<file path="config.mk">
export PLATFORM = sky130hd
export DESIGN_NAME = rf_be_nr1w_flat
export DESIGN_NICKNAME = d
export VERILOG_FILES = /design/src/rtl/rf_pkg.sv /design/src/rtl/rf_be_nr1w_if.sv /design/src/rtl/rf_init_ctl.sv /design/src/rtl/rf_be_nr1w.sv /design/src/flat_wrapper.sv
export SDC_FILE = /design/constraint.sdc
export NUM_CORES = 1
export LEC_CHECK = 0
export CAP_MARGIN = 40
export CORE_UTILIZATION = 35
export DETAILED_ROUTE_END_ITERATION = 8
export DONT_BUFFER_PORTS = 1
export GPL_TIMING_DRIVEN = 0
export HOLD_SLACK_MARGIN = 0.03
export PLACE_DENSITY = 0.54
export SYNTH_ARGS = -nofsm -noshare
export SYNTH_HDL_FRONTEND = slang
export SYNTH_SLANG_ARGS = --single-unit
</file>
<file path="constraint.sdc">
create_clock -name eph1 -period 2.5 [get_ports eph1]
set_input_delay 0.5 -clock eph1 [delete_from_list [all_inputs] [get_ports eph1]]
set_output_delay 0.5 -clock eph1 [all_outputs]
set_load 0.01 [all_outputs]
</file>
<file path="src/rtl/rf_pkg.sv">
// Shared types and helpers for the byte-enabled, multi-read-port register file.
package rf_pkg;

  typedef enum logic [0:0] {
    ST_INIT = 1'b0,
    ST_IDLE = 1'b1
  } init_state_e;

  function automatic int addr_w(input int depth);
    return (depth > 1) ? $clog2(depth) : 1;
  endfunction

endpackage

</file>
<file path="src/rtl/rf_be_nr1w_if.sv">
// Write/read/clear bundle of rf_be_nr1w; the client side is master, the file is slave.
interface rf_be_nr1w_if #(
  parameter int DEPTH = 8,
  parameter int WIDTH = 32,
  parameter int NRD   = 2
);
  localparam int AW = rf_pkg::addr_w(DEPTH);

  logic                      clear;
  logic                      init_busy;
  logic                      write;
  logic [AW-1:0]             waddr;
  logic [WIDTH/8-1:0]        wben;
  logic [WIDTH-1:0]          din;
  logic [NRD-1:0]            rd_en;
  logic [NRD-1:0][AW-1:0]    raddr;
  logic [NRD-1:0][WIDTH-1:0] dout;
  logic [NRD-1:0]            dout_vld;

  modport master (
    output clear, write, waddr, wben, din, rd_en, raddr,
    input  init_busy, dout, dout_vld
  );

  modport slave (
    input  clear, write, waddr, wben, din, rd_en, raddr,
    output init_busy, dout, dout_vld
  );
endinterface

</file>
<file path="src/rtl/rf_init_ctl.sv">
// Init sequencer: walks every entry once after reset or clear, owning the write port meanwhile.
module rf_init_ctl import rf_pkg::*; #(
  parameter int DEPTH = 8,
  parameter int AW    = addr_w(DEPTH)
) (
  input  logic          eph1,
  input  logic          reset,
  input  logic          clear,
  output logic          init_busy,
  output logic          init_we,
  output logic [AW-1:0] init_addr
);

  localparam logic [AW-1:0] LAST = AW'(DEPTH - 1);

  init_state_e   state_q, state_d;
  logic [AW-1:0] cnt_q, cnt_d;

  // State and counter registers.
  always_ff @(posedge eph1) begin
    if (reset) begin
      state_q <= ST_INIT;
      cnt_q   <= {AW{1'b0}};
    end else begin
      state_q <= state_d;
      cnt_q   <= cnt_d;
    end
  end

  // Next state: a clear always restarts the walk from entry 0.
  always_comb begin
    state_d = state_q;
    cnt_d   = cnt_q;
    case (state_q)
      ST_INIT: begin
        if (clear) begin
          cnt_d = {AW{1'b0}};
        end else if (cnt_q == LAST) begin
          state_d = ST_IDLE;
          cnt_d   = {AW{1'b0}};
        end else begin
          cnt_d = cnt_q + AW'(1'b1);
        end
      end
      ST_IDLE: begin
        if (clear) begin
          state_d = ST_INIT;
          cnt_d   = {AW{1'b0}};
        end else begin
          state_d = ST_IDLE;
        end
      end
      default: begin
        state_d = ST_INIT;
        cnt_d   = {AW{1'b0}};
      end
    endcase
  end

  // Outputs; no init write while reset is held so the walk starts cleanly.
  always_comb begin
    init_busy = (state_q == ST_INIT);
    init_we   = (state_q == ST_INIT) && !reset;
    init_addr = cnt_q;
  end

endmodule

</file>
<file path="src/rtl/rf_be_nr1w.sv">
// Byte-enabled register file: one write port, NRD staged read ports, self-clearing init walk.
module rf_be_nr1w import rf_pkg::*; #(
  parameter int               DEPTH    = 8,
  parameter int               WIDTH    = 32,
  parameter int               NRD      = 2,
  parameter logic [WIDTH-1:0] INIT_VAL = '0
) (
  input  logic        eph1,
  input  logic        reset,
  rf_be_nr1w_if.slave bus
);

  localparam int               AW   = addr_w(DEPTH);
  localparam int               NB   = WIDTH / 8;
  localparam logic [WIDTH-1:0] ONES = {WIDTH{1'b1}};

  logic          init_busy, init_we;
  logic [AW-1:0] init_addr;

  rf_init_ctl #(.DEPTH(DEPTH), .AW(AW)) u_init_ctl (
    .eph1      (eph1),
    .reset     (reset),
    .clear     (bus.clear),
    .init_busy (init_busy),
    .init_we   (init_we),
    .init_addr (init_addr)
  );

  assign bus.init_busy = init_busy;

  logic [AW-1:0]    wr_addr_s;
  logic [NB-1:0]    wr_ben_s;
  logic [WIDTH-1:0] wr_data_s;

  // Shared write port: the init walk has priority, a same-cycle clear drops the user write.
  always_comb begin
    if (init_we) begin
      wr_addr_s = init_addr;
      wr_ben_s  = {NB{1'b1}};
      wr_data_s = INIT_VAL;
    end else if (bus.write && !bus.clear && !init_busy) begin
      wr_addr_s = bus.waddr;
      wr_ben_s  = bus.wben;
      wr_data_s = bus.din;
    end else begin
      wr_addr_s = {AW{1'b0}};
      wr_ben_s  = {NB{1'b0}};
      wr_data_s = bus.din;
    end
  end

  logic [WIDTH-1:0] mem_word [DEPTH];

  // Out-of-range write addresses match no entry and so write nothing.
  for (genvar e = 0; e < DEPTH; e++) begin : g_entry
    logic [NB-1:0][7:0] ent_q;
    logic [NB-1:0]      ent_we;

    assign ent_we = (wr_addr_s == AW'(e)) ? wr_ben_s : {NB{1'b0}};

    // Per-byte enabled storage flops; contents are established by the init walk.
    always_ff @(posedge eph1) begin
      for (int b = 0; b < NB; b++) begin
        if (ent_we[b]) begin
          ent_q[b] <= wr_data_s[8*b +: 8];
        end
      end
    end

    assign mem_word[e] = ent_q;
  end

  logic [NRD-1:0][AW-1:0]    raddr_q, raddr_d;
  logic [NRD-1:0]            vld_q, vld_d;
  logic [NRD-1:0][WIDTH-1:0] dout_s;

  // Read acceptance: stage the address only for requests taken outside the init walk.
  always_comb begin
    for (int p = 0; p < NRD; p++) begin
      if (bus.rd_en[p] && !init_busy) begin
        raddr_d[p] = bus.raddr[p];
        vld_d[p]   = 1'b1;
      end else begin
        raddr_d[p] = raddr_q[p];
        vld_d[p]   = 1'b0;
      end
    end
  end

  // Staged read address and valid registers.
  always_ff @(posedge eph1) begin
    if (reset) begin
      raddr_q <= {(NRD*AW){1'b0}};
      vld_q   <= {NRD{1'b0}};
    end else begin
      raddr_q <= raddr_d;
      vld_q   <= vld_d;
    end
  end

  // AND-reduction read mux: no selected entry (invalid or out of range) gives all-ones.
  always_comb begin
    for (int p = 0; p < NRD; p++) begin
      dout_s[p] = ONES;
      for (int e = 0; e < DEPTH; e++) begin
        dout_s[p] = dout_s[p] &
                    ((vld_q[p] && (raddr_q[p] == AW'(e))) ? mem_word[e] : ONES);
      end
    end
  end

  assign bus.dout     = dout_s;
  assign bus.dout_vld = vld_q;

endmodule

</file>
<file path="src/flat_wrapper.sv">
// flat-port wrapper written by rule: the top's interface ports become plain ports
module rf_be_nr1w_flat import rf_pkg::*;
#(
  parameter int               DEPTH    = 8,
  parameter int               WIDTH    = 32,
  parameter int               NRD      = 2,
  parameter logic [WIDTH-1:0] INIT_VAL = '0
)
  (eph1, reset, bus_clear, bus_write, bus_waddr, bus_wben, bus_din, bus_rd_en, bus_raddr, bus_init_busy, bus_dout, bus_dout_vld);
  rf_be_nr1w_if #(.DEPTH(DEPTH), .WIDTH(WIDTH), .NRD(NRD)) bus_i ();
  input  logic eph1;
  input  logic reset;
  input wire logic [$bits(bus_i.clear)-1:0] bus_clear;
  input wire logic [$bits(bus_i.write)-1:0] bus_write;
  input wire logic [$bits(bus_i.waddr)-1:0] bus_waddr;
  input wire logic [$bits(bus_i.wben)-1:0] bus_wben;
  input wire logic [$bits(bus_i.din)-1:0] bus_din;
  input wire logic [$bits(bus_i.rd_en)-1:0] bus_rd_en;
  input wire logic [$bits(bus_i.raddr)-1:0] bus_raddr;
  output wire logic [$bits(bus_i.init_busy)-1:0] bus_init_busy;
  output wire logic [$bits(bus_i.dout)-1:0] bus_dout;
  output wire logic [$bits(bus_i.dout_vld)-1:0] bus_dout_vld;
  assign bus_i.clear = bus_clear;
  assign bus_i.write = bus_write;
  assign bus_i.waddr = bus_waddr;
  assign bus_i.wben = bus_wben;
  assign bus_i.din = bus_din;
  assign bus_i.rd_en = bus_rd_en;
  assign bus_i.raddr = bus_raddr;
  assign bus_init_busy = bus_i.init_busy;
  assign bus_dout = bus_i.dout;
  assign bus_dout_vld = bus_i.dout_vld;
  rf_be_nr1w #(.DEPTH(DEPTH), .WIDTH(WIDTH), .NRD(NRD), .INIT_VAL(INIT_VAL)) u_core (.eph1(eph1), .reset(reset), .bus(bus_i));
endmodule
</file>
# ---- After elaboration in Yosys (flattened, before gate mapping)
# Cells that the tools add are included.
dict set report classes {
  n_eq_ne 23
  mux 39
  addsub 1
  n_bitwise 15
  n_reduce_logical 26
}
# cell count
set op_table {}
lappend op_table {{32-bit 2-to-1 mux} 17}
lappend op_table {{32-bit bitwise AND} 14}
lappend op_table {{4-bit 2-to-1 mux} 10}
lappend op_table {{3-bit equality test (second input constant)} 13}
lappend op_table {{1-bit logical AND} 21}
lappend op_table {{3-bit by 2-bit equality test with 1-bit output (second input constant)} 6}
lappend op_table {{3-bit 2-to-1 mux} 5}
lappend op_table {{3-bit by 1-bit equality test with 1-bit output (second input constant)} 3}
lappend op_table {{3-bit logical NOT} 3}
lappend op_table {{3-bit one-hot mux with 2 select lines} 1}
lappend op_table {{1-bit 2-to-1 mux} 5}
lappend op_table {{3-bit by 1-bit adder with 3-bit output (second input constant)} 1}
lappend op_table {{1-bit logical NOT} 2}
lappend op_table {{2-bit inequality test (second input constant)} 1}
lappend op_table {{1-bit one-hot mux with 2 select lines} 1}
lappend op_table {{1-bit inverter} 1}
dict set report word_totals {
  input_bits 51
  out_inout_bits 67
  elab_cells 141
  regBits 268
}

# ---- Longest topological paths before layout
# Gate-level depths: netlist (run 1).
dict set report depth {
  word_depth 10
  ltp_mapped 7
  ltp_nobuf 5
}

# ---- By module
# A second synthesis (run 1) with hierarchy kept.
dict set report unflattened {
  cells_unflattened 915
  area_unflattened_um2 12909.9
}
# module seq_area_each_um2 area_per_inst_um2 instances cells_per_inst
set by_module_without_submodules {}
lappend by_module_without_submodules {rf_be_nr1w 7847.5 12724.7 1 897}
lappend by_module_without_submodules {rf_init_ctl 80.1 185.2 1 18}

# ---- Worst setup path after synthesis (run 1)
# No wires, ideal clock.
dict set report synth_timing {
  kind {input-to-reg}
  from {input port reset}
  to {register u_core.g_entry[1].ent_q[10] (netlist bit) (enable)}
  path_buffers 1
  t_arrival_ns 1.631
  required_time_ns 2.130
  setup_ns 0.370
  path_stages 5
  setup_slack_ns 0.498
  cell_sequence {clkbuf_1 -> nor2_1 -> a31o_2 -> nand2_1 -> nor2_1}
}
dict set report synth_via {
  elab_chain_len 5
  elab_cells_between_ends 6
  cone_classes {eq/ne: 1; mux: 3; reduce/logical: 2}
}
# element line_no
set synth_lines {}
lappend synth_lines {{start, declared} flat_wrapper.sv:12} ;# input logic reset;
lappend synth_lines {{1-bit logical NOT (*)} rf_init_ctl.sv:63} ;# init_we = (state_q == ST_INIT) && !reset;
lappend synth_lines {{1-bit logical AND (*)} rf_init_ctl.sv:63}
lappend synth_lines {{3-bit 2-to-1 mux} rf_be_nr1w.sv:37} ;# if (init_we) begin
lappend synth_lines {{3-bit by 1-bit equality test with 1-bit output} rf_be_nr1w.sv:59} ;# assign ent_we = (wr_addr_s == AW'(e)) ? wr_ben_s : {NB{1'b0}};
lappend synth_lines {{4-bit 2-to-1 mux (*)} rf_be_nr1w.sv:59}
lappend synth_lines {{via u_core.g_entry[1].ent_we[1]} rf_be_nr1w.sv:57} ;# logic [NB-1:0] ent_we;
lappend synth_lines {{end signal, assigned by index} rf_be_nr1w.sv:65} ;# ent_q[b] <= wr_data_s[8*b +: 8];
lappend synth_lines {{end, declared} rf_be_nr1w.sv:56} ;# logic [NB-1:0][7:0] ent_q;
# Mark *: on every way through the listed nets, which the timed path passes. The rest lies on a longest branch.
# A chain may end at the register's enable or synchronous reset.

# ---- Worst setup path after layout (run 1)
dict set report layout_timing {
  from {register u_core.raddr_q[4] (netlist bit)}
  to {output port bus_dout[45]}
}
dict set report layout_via {
  elab_chain_len 10
  elab_cells_between_ends 31
  cone_classes {eq/ne: 7; mux: 8; bitwise: 7; reduce/logical: 9}
}
# element line_no
set layout_lines {}
lappend layout_lines {{start, declared} rf_be_nr1w.sv:73} ;# logic [NRD-1:0][AW-1:0] raddr_q, raddr_d;
lappend layout_lines {{start signal, assigned} rf_be_nr1w.sv:93} ;# raddr_q <= {(NRD*AW){1'b0}};
lappend layout_lines {{start signal, assigned} rf_be_nr1w.sv:96} ;# raddr_q <= raddr_d;
lappend layout_lines {{3-bit by 1-bit equality test with 1-bit output / 3-bit logical NOT (equally long branches)} rf_be_nr1w.sv:107} ;# ((vld_q[p] && (raddr_q[p] == AW'(e))) ? mem_word[e] : ONES);
lappend layout_lines {{1-bit logical AND} rf_be_nr1w.sv:107}
lappend layout_lines {{32-bit 2-to-1 mux} rf_be_nr1w.sv:107}
lappend layout_lines {{32-bit bitwise AND (6 in a row)} rf_be_nr1w.sv:106} ;# dout_s[p] = dout_s[p] &
lappend layout_lines {{32-bit bitwise AND (*)} rf_be_nr1w.sv:106}
lappend layout_lines {{end, declared} flat_wrapper.sv:21} ;# output wire logic [$bits(bus_i.dout)-1:0] bus_dout;
# Mark *: on every way between the ends. The rest lies on a longest branch, timed or not.

==> impl_metrics.toml, run 1 <==
[finish]
mostFrequentLayoutCells = "sky130_fd_sc_hd__edfxtp_1 (256), sky130_fd_sc_hd__buf_4 (107), sky130_fd_sc_hd__mux2i_1 (71), sky130_fd_sc_hd__buf_6 (52), sky130_fd_sc_hd__o22ai_1 (51)"
utilization = 0.512
num_antenna_cells = 0
layout.nets = 1194
stdcell_area_sq_um = 18300
area.growth.synth_to_final_pct = 43.1
layout.cells.most_common = "sky130_fd_sc_hd__edfxtp_1"
final_layout_size_suffix_gt1_frac = 0.456

[pwr]
cellLeakagePower_nw = 5.94
power.share.clock = 0.461
switching_share = 0.210
power_density_nw_per_um2 = 542
worst_ir_drop_vdd_v = 0.000547
p_int_mw = 7.83
combinationalPowerShare = 0.033
pwr-share-seq = 0.505
power.total_mw = 9.91
p_switching_mw = 2.08

[logic_synthesis]
ys_seq_elements = 268
syn_avg_cell_area_sq_um = 13.8
dominantRegCellSynth = "sky130_fd_sc_hd__edfxtp_1"
post_synth_inst_count = 927
yosysSeqAreaShare = 0.620
yosysWarnings = 0
mappedNetlistNets = 980
syn-cell-area_sq_um = 12800
synth-edff-count = 256
synth_async_sr_flop_share = 0
number_of_different_library_cells_in_the_post_synthesis_netlist = 55

[clock_tree]
numClockSinks = 268
cts-htree-levels = 1
cts.path.max_buffers = 3
path_clk_slew_ns = 0.06
tritoncts = "yes"
clk_latency_ns = 0.57
cts_buffers = 31
root_buffer_cell = "sky130_fd_sc_hd__clkbuf_16"

[timing]
hold_viol = 0
postLayoutSetupSlackWorst_ns = -0.388
timing.final.crit_share = 1.16
setup_viol = 62
finalSetupTns_ns = -12.49
clock.fmax_mhz = 346
final.min_clock_period_ns = 2.89
grt_setup_unrepaired = "yes"
slew_violations = 0
clock-skew-final_ns = 0.0149
worstMarginPinSlew_ns = 0.772
max-slew-margin-rel = 0.485

[setup_path]
worst_setup_path_end_kind = "output pin"
critical_path_class = "reg2out"
worst-r2r-cell-count = 6
slowest_delay_ns = 0.71
reg2reg_to = "u_core.g_entry[4].ent_q[26]$_DFFE_PP_"
worstPathArrival_ns = 2.39
r2r_start = "u_core.u_init_ctl.state_q$_SDFF_PP0_"
timing.critical_path.required_ns = 2.00
worstPathMaxFanout = 8
crit_path_cell_trace = "buf_8, nand3b_1, buf_12, o22a_1, o21ai_1, a222oi_1"
worst_path_cell_with_the_longest_stage_delay = "sky130_fd_sc_hd__a222oi_1"
startpoint = "u_core.raddr_q[4]$_SDFFE_PP0P_"
r2r_slack_ns = 0.05
critical_path.startpoint_type = "flip-flop"
worstSetupEndpoint = "bus_dout[45]"

[grt]
antenna_violations_before_repair = 1
global_route_wire_length_before_repair_um = 78200
grt.overflow.total = 0
first_global_vias = 10341
largest_net_degree_at_the_start_of_global_routing = 16
track_usage = 0.307

[routing]
drt_iter0_drc = 1772
routed_wire_length_per_instance_um = 36.1
avgViaCountPerCell = 6.71
dr.pass1.iters = 8
remaining_drc_errors = 6
postRouteWirelength_um = 58700
route.antenna.remaining_nets = 0
vias_after_detailed_routing = 10890

[place]
dpl_cell_area_sq_um = 13700
dp_worst_setup_slack_ns = -0.509
dp_hpwl_um = 37000
gp_congestion = 0.949
io_buffers = 0

[flow_run]
total_of_max_cap_violations = 0

[floorplan]
die-area_sq_um = 37300
fp-row-count = 69
initial_core_util = 0.358
die_x_um = 193
coreArea_sq_um = 35700
dieHeight_um = 193
floorplan.io_pins = 118

[run_status]
failed_checks = "design-rule violations, negative setup slack"
outcome = "finished with violations"

[hold_path]
min_path_type = "in2reg"
-- flip-flops by register name, indices dropped and copies added (netlist names) --
name,cells
u_core.u_init_ctl.init_addr,3
u_core.raddr_q,6
u_core.u_init_ctl.state_q,1
u_core.bus.dout_vld,2
u_core.g_entry.ent_q,256
-- layer usage --
layer	GRT usage	part of all wire	vias to the layer above	routed length, um
li1	-	-	4217	-
met1	0.389	0.36	5434	21400
met2	0.471	0.44	967	25700
met3	0.0881	0.13	272	7420
met4	0.172	0.071	0	4180
met5	0	0	-	0
-- power by group through the flow --
stage | Clock, mW | Combinational, mW | Sequential [mW]
6_report | 4.57 | 0.330 | 5.01
5_1_grt | 4.75 | 0.349 | 5.01
4_1_cts | 4.56 | 0.296 | 5.00
3_5_place_dp | 0 | 0.267 | 5.10
3_3_place_gp | 0 | 0.249 | 5.10
2_1_floorplan | 0 | 0.175 | 5.09
-- cell usage after synthesis (all sizes together), types with 12 or more instances --
master  instances  share of area
mux2           45          0.040
edfxtp        256           0.60
nand2          34          0.010
nand2b         12         0.0061
o21ai          34          0.013
dfxtp          12          0.019
a222oi         21          0.016
o22a           32          0.022
nor2           43          0.013
buf            59          0.032
mux2i          77          0.060
nor2b          42          0.021
clkbuf         15         0.0044
o22ai          89          0.044
a221oi         14          0.010
-- stage by stage --
| step | hold WS, ns | std cells |
|---|---|---|
| CTS | 0.0598 | 1592 |
| finish | 0.0734 | 1624 |
| floorplan | 0.513 | 927 |
| global placement | 0.534 | 1388 |
| global route | 0.0718 | 1624 |
| detailed placement | 0.548 | 1429 |
-- timing repair --
item / in CTS / in global routing
pin swaps: 68 / 72
cloned: 4 / 3
buffers inserted: 110 / 34
resized for setup: 365 / 142
setup endpoints to repair: 164 / 65
endpoints found under the hold margin: 4 / 0
hold buffers: 1 / 0
-- final cells by class --
class	instances	area, sq um
plain buffers	63	951
clock buffers	37	818
clock inverters	18	198
fillers	2942	17500
inverters	3	22.5
multi-input cells	583	5740
flip-flops and latches	268	7960
well taps	461	577
repair buffers	191	2030
-- worst max-delay path: cells and delay by family, from the launching register on --
family / cells / cell delay (ns)
compound gates: 3 / 0.91
flops: 1 / 0.41
buf+inv: 2 / 0.34
simple gates: 1 / 0.16
-- logic make-up after synthesis --
family,share of synthesized area
AOI/OAI and AO/OA,0.158
adders and majority gates,0.00196
buffers and inverters,0.0370
DFF,0.620
muxes,0.111
and+or+nand+nor,0.0720
-- worst min path at each step --
stage	end	from	cells after the start	slack, ns
5_1_grt	u_core.raddr_q[3]$_SDFFE_PP0P_	bus_raddr[3]	2	0.07
2_1_floorplan	u_core.u_init_ctl.init_addr[1]$_SDFFE_PP0P_	u_core.u_init_ctl.init_addr[1]$_SDFFE_PP0P_	2	0.51
6_report	u_core.raddr_q[3]$_SDFFE_PP0P_	bus_raddr[3]	2	0.07
4_1_cts	u_core.raddr_q[5]$_SDFFE_PP0P_	bus_raddr[5]	2	0.06
3_5_place_dp	u_core.u_init_ctl.init_addr[0]$_SDFFE_PP0P_	u_core.u_init_ctl.init_addr[0]$_SDFFE_PP0P_	2	0.55
3_3_place_gp	u_core.u_init_ctl.init_addr[2]$_SDFFE_PP0P_	u_core.u_init_ctl.init_addr[2]$_SDFFE_PP0P_	2	0.53
(Power assumes the default switching activity.)
==> inputs of run 2 (changes only) <==
--- a/config.mk
+++ b/config.mk
@@ -7,6 +7,7 @@
 export LEC_CHECK = 0
 export CAP_MARGIN = 40
 export CORE_UTILIZATION = 35
+export CTS_BUF_LIST = sky130_fd_sc_hd__clkbuf_2 sky130_fd_sc_hd__clkbuf_4 sky130_fd_sc_hd__clkbuf_8
 export DETAILED_ROUTE_END_ITERATION = 8
 export DONT_BUFFER_PORTS = 1
 export GPL_TIMING_DRIVEN = 0
==> constraint.sdc (replaced) <==
create_clock -name eph1 -period 2.67 [get_ports eph1]
set_input_delay 0.534 -clock eph1 [delete_from_list [all_inputs] [get_ports eph1]]
set_output_delay 0.534 -clock eph1 [all_outputs]
set_load 0.01 [all_outputs]
==> impl_metrics.toml, run 2 (synthesized netlist as in run 1, its figures left out) <==
[routing]
remaining_drc_errors = 6
drt_iter0_drc = 1623
vias_after_detailed_routing = 10657
route.antenna.remaining_nets = 0
postRouteWirelength_um = 57700
dr.pass1.iters = 8
routed_wire_length_per_instance_um = 35.4
avgViaCountPerCell = 6.53

[setup_path]
worstPathMaxFanout = 8
critical_path.startpoint_type = "flip-flop"
worstPathArrival_ns = 2.44
startpoint = "u_core.raddr_q[3]$_SDFFE_PP0P_"
critical_path_class = "reg2out"
r2r_start = "u_core.u_init_ctl.state_q$_SDFF_PP0_"
worst_setup_path_end_kind = "output pin"
timing.critical_path.required_ns = 2.14

[finish]
max_flop_register = "u_core.g_entry.ent_q"
layout.nets = 1186
area.growth.synth_to_final_pct = 37.4
layout.cells.most_common = "sky130_fd_sc_hd__edfxtp_1"
final_layout_size_suffix_gt1_frac = 0.434
instances_no_fill = 1631
mostFrequentLayoutCells = "sky130_fd_sc_hd__edfxtp_1 (256), sky130_fd_sc_hd__buf_4 (103), sky130_fd_sc_hd__mux2i_1 (73), sky130_fd_sc_hd__o22ai_1 (55), sky130_fd_sc_hd__buf_6 (51)"
largest_register_ffs = 256

[floorplan]
floorplan.io_pins = 118
initial_core_util = 0.358
die-area_sq_um = 37300
die_x_um = 193
fp-row-count = 69
coreArea_sq_um = 35700
dieHeight_um = 193

[place]
dpl.cell_count = 1429
dp_hpwl_um = 37000
gp_congestion = 0.949
io_buffers = 0

[run_status]
failed_checks = "design-rule violations, negative setup slack"
outcome = "finished with violations"

[clock_tree]
cts_buffers = 47
root_buffer_cell = "sky130_fd_sc_hd__clkbuf_8"
cts.path.max_buffers = 3
cts-htree-levels = 2
clk_latency_ns = 0.58
tritoncts = "yes"
path_clk_slew_ns = 0.06
numClockSinks = 268

[timing]
grt_setup_unrepaired = "yes"
worstMarginPinSlew_ns = 0.800
worst_hold_slack_ns = 0.0897
setup_viol = 49
timing.final.crit_share = 1.12
clock-skew-final_ns = 0.0336
max-slew-margin-rel = 0.465
hold_viol = 0
clock.fmax_mhz = 336
postLayoutSetupSlackWorst_ns = -0.308
slew_violations = 0
final.min_clock_period_ns = 2.98

[pwr]
cellLeakagePower_nw = 5.70
power_density_nw_per_um2 = 493
power.total_mw = 8.66
worst_ir_drop_vdd_v = 0.000351

[grt]
antenna_violations_before_repair = 1
track_usage = 0.306
largest_net_degree_at_the_start_of_global_routing = 12
grt.overflow.total = 0
global_route_wire_length_before_repair_um = 77600
first_global_vias = 10425

[flow_run]
total_of_max_cap_violations = 0

[hold_path]
hold_path.startpoint = "bus_raddr[3]"
min_path_type = "in2reg"
## run 2: where the power goes
group	switching [mW]	internal (mW)	leakage, nW
clock network	1.71	1.96	0.480
registers	0.0318	4.66	2.47
logic	0.187	0.115	2.75
total	1.93	6.73	5.70
## run 2: repair_timing
| item | 4_1_cts | 5_1_grt |
|---|---|---|
| hold endpoints to repair | 4 | 0 |
| cloned | 5 | 0 |
| hold buffers | 1 | 0 |
| endpoints found under the setup margin | 90 | 80 |
| setup buffers | 94 | 27 |
| gates resized for setup | 296 | 148 |
| pin swaps | 57 | 68 |
## run 2: routing by layer
metal | track usage | part of all wire | up-vias | wire, um
met4 | 0.179 | 0.063 | 2 | 3620
met2 | 0.462 | 0.44 | 884 | 25400
li1 | - | - | 4230 | -
met1 | 0.382 | 0.37 | 5318 | 21100
met3 | 0.0992 | 0.13 | 223 | 7540
met5 | 0 | 0.0010 | - | 58
## run 2: cell type report
class / instances / area, sq um
Fill cell: 3048 / 18200
Tap cell: 461 / 577
Multi-Input combinational cell: 582 / 5550
Sequential cell: 268 / 7950
Antenna cell: 1 / 2.50
Buffer: 66 / 941
Timing Repair Buffer: 165 / 1640
Inverter: 3 / 20.0
Clock inverter: 18 / 75.1
Clock buffer: 67 / 816
## run 2: stage by stage
stage               utilization  instance area, sq um  TNS, ns  setup slack [ns]
floorplan                     -                 12800        0             0.634
global placement          0.374                 13400   -78.42            -0.695
detailed placement        0.384                 13700   -14.93            -0.373
CTS                       0.467                 16700    -4.64            -0.201
global route              0.491                 17600    -6.58            -0.251
finish                    0.491                 17600    -4.94            -0.308
## run 2: worst max-delay path, stage by stage, from the launching register on
cell and delay (ns):
sky130_fd_sc_hd__dfxtp_2 0.35, sky130_fd_sc_hd__buf_6 0.14, sky130_fd_sc_hd__buf_12 0.16, sky130_fd_sc_hd__buf_12 0.13, sky130_fd_sc_hd__clkinvlp_4 0.13, sky130_fd_sc_hd__and3_1 0.17, sky130_fd_sc_hd__a222oi_1 0.78
## run 2: final timing paths
check / endpoint / depth (start not counted) / slack (ns)
hold reg to reg: u_core.u_init_ctl.init_addr[0]$_SDFFE_PP0P_ / 2 / 0.56
setup / recovery: bus_dout[63] / 6 / -0.31
hold / removal: u_core.raddr_q[3]$_SDFFE_PP0P_ / 2 / 0.09
setup reg to reg: u_core.g_entry[0].ent_q[29]$_DFFE_PP_ / 6 / 0
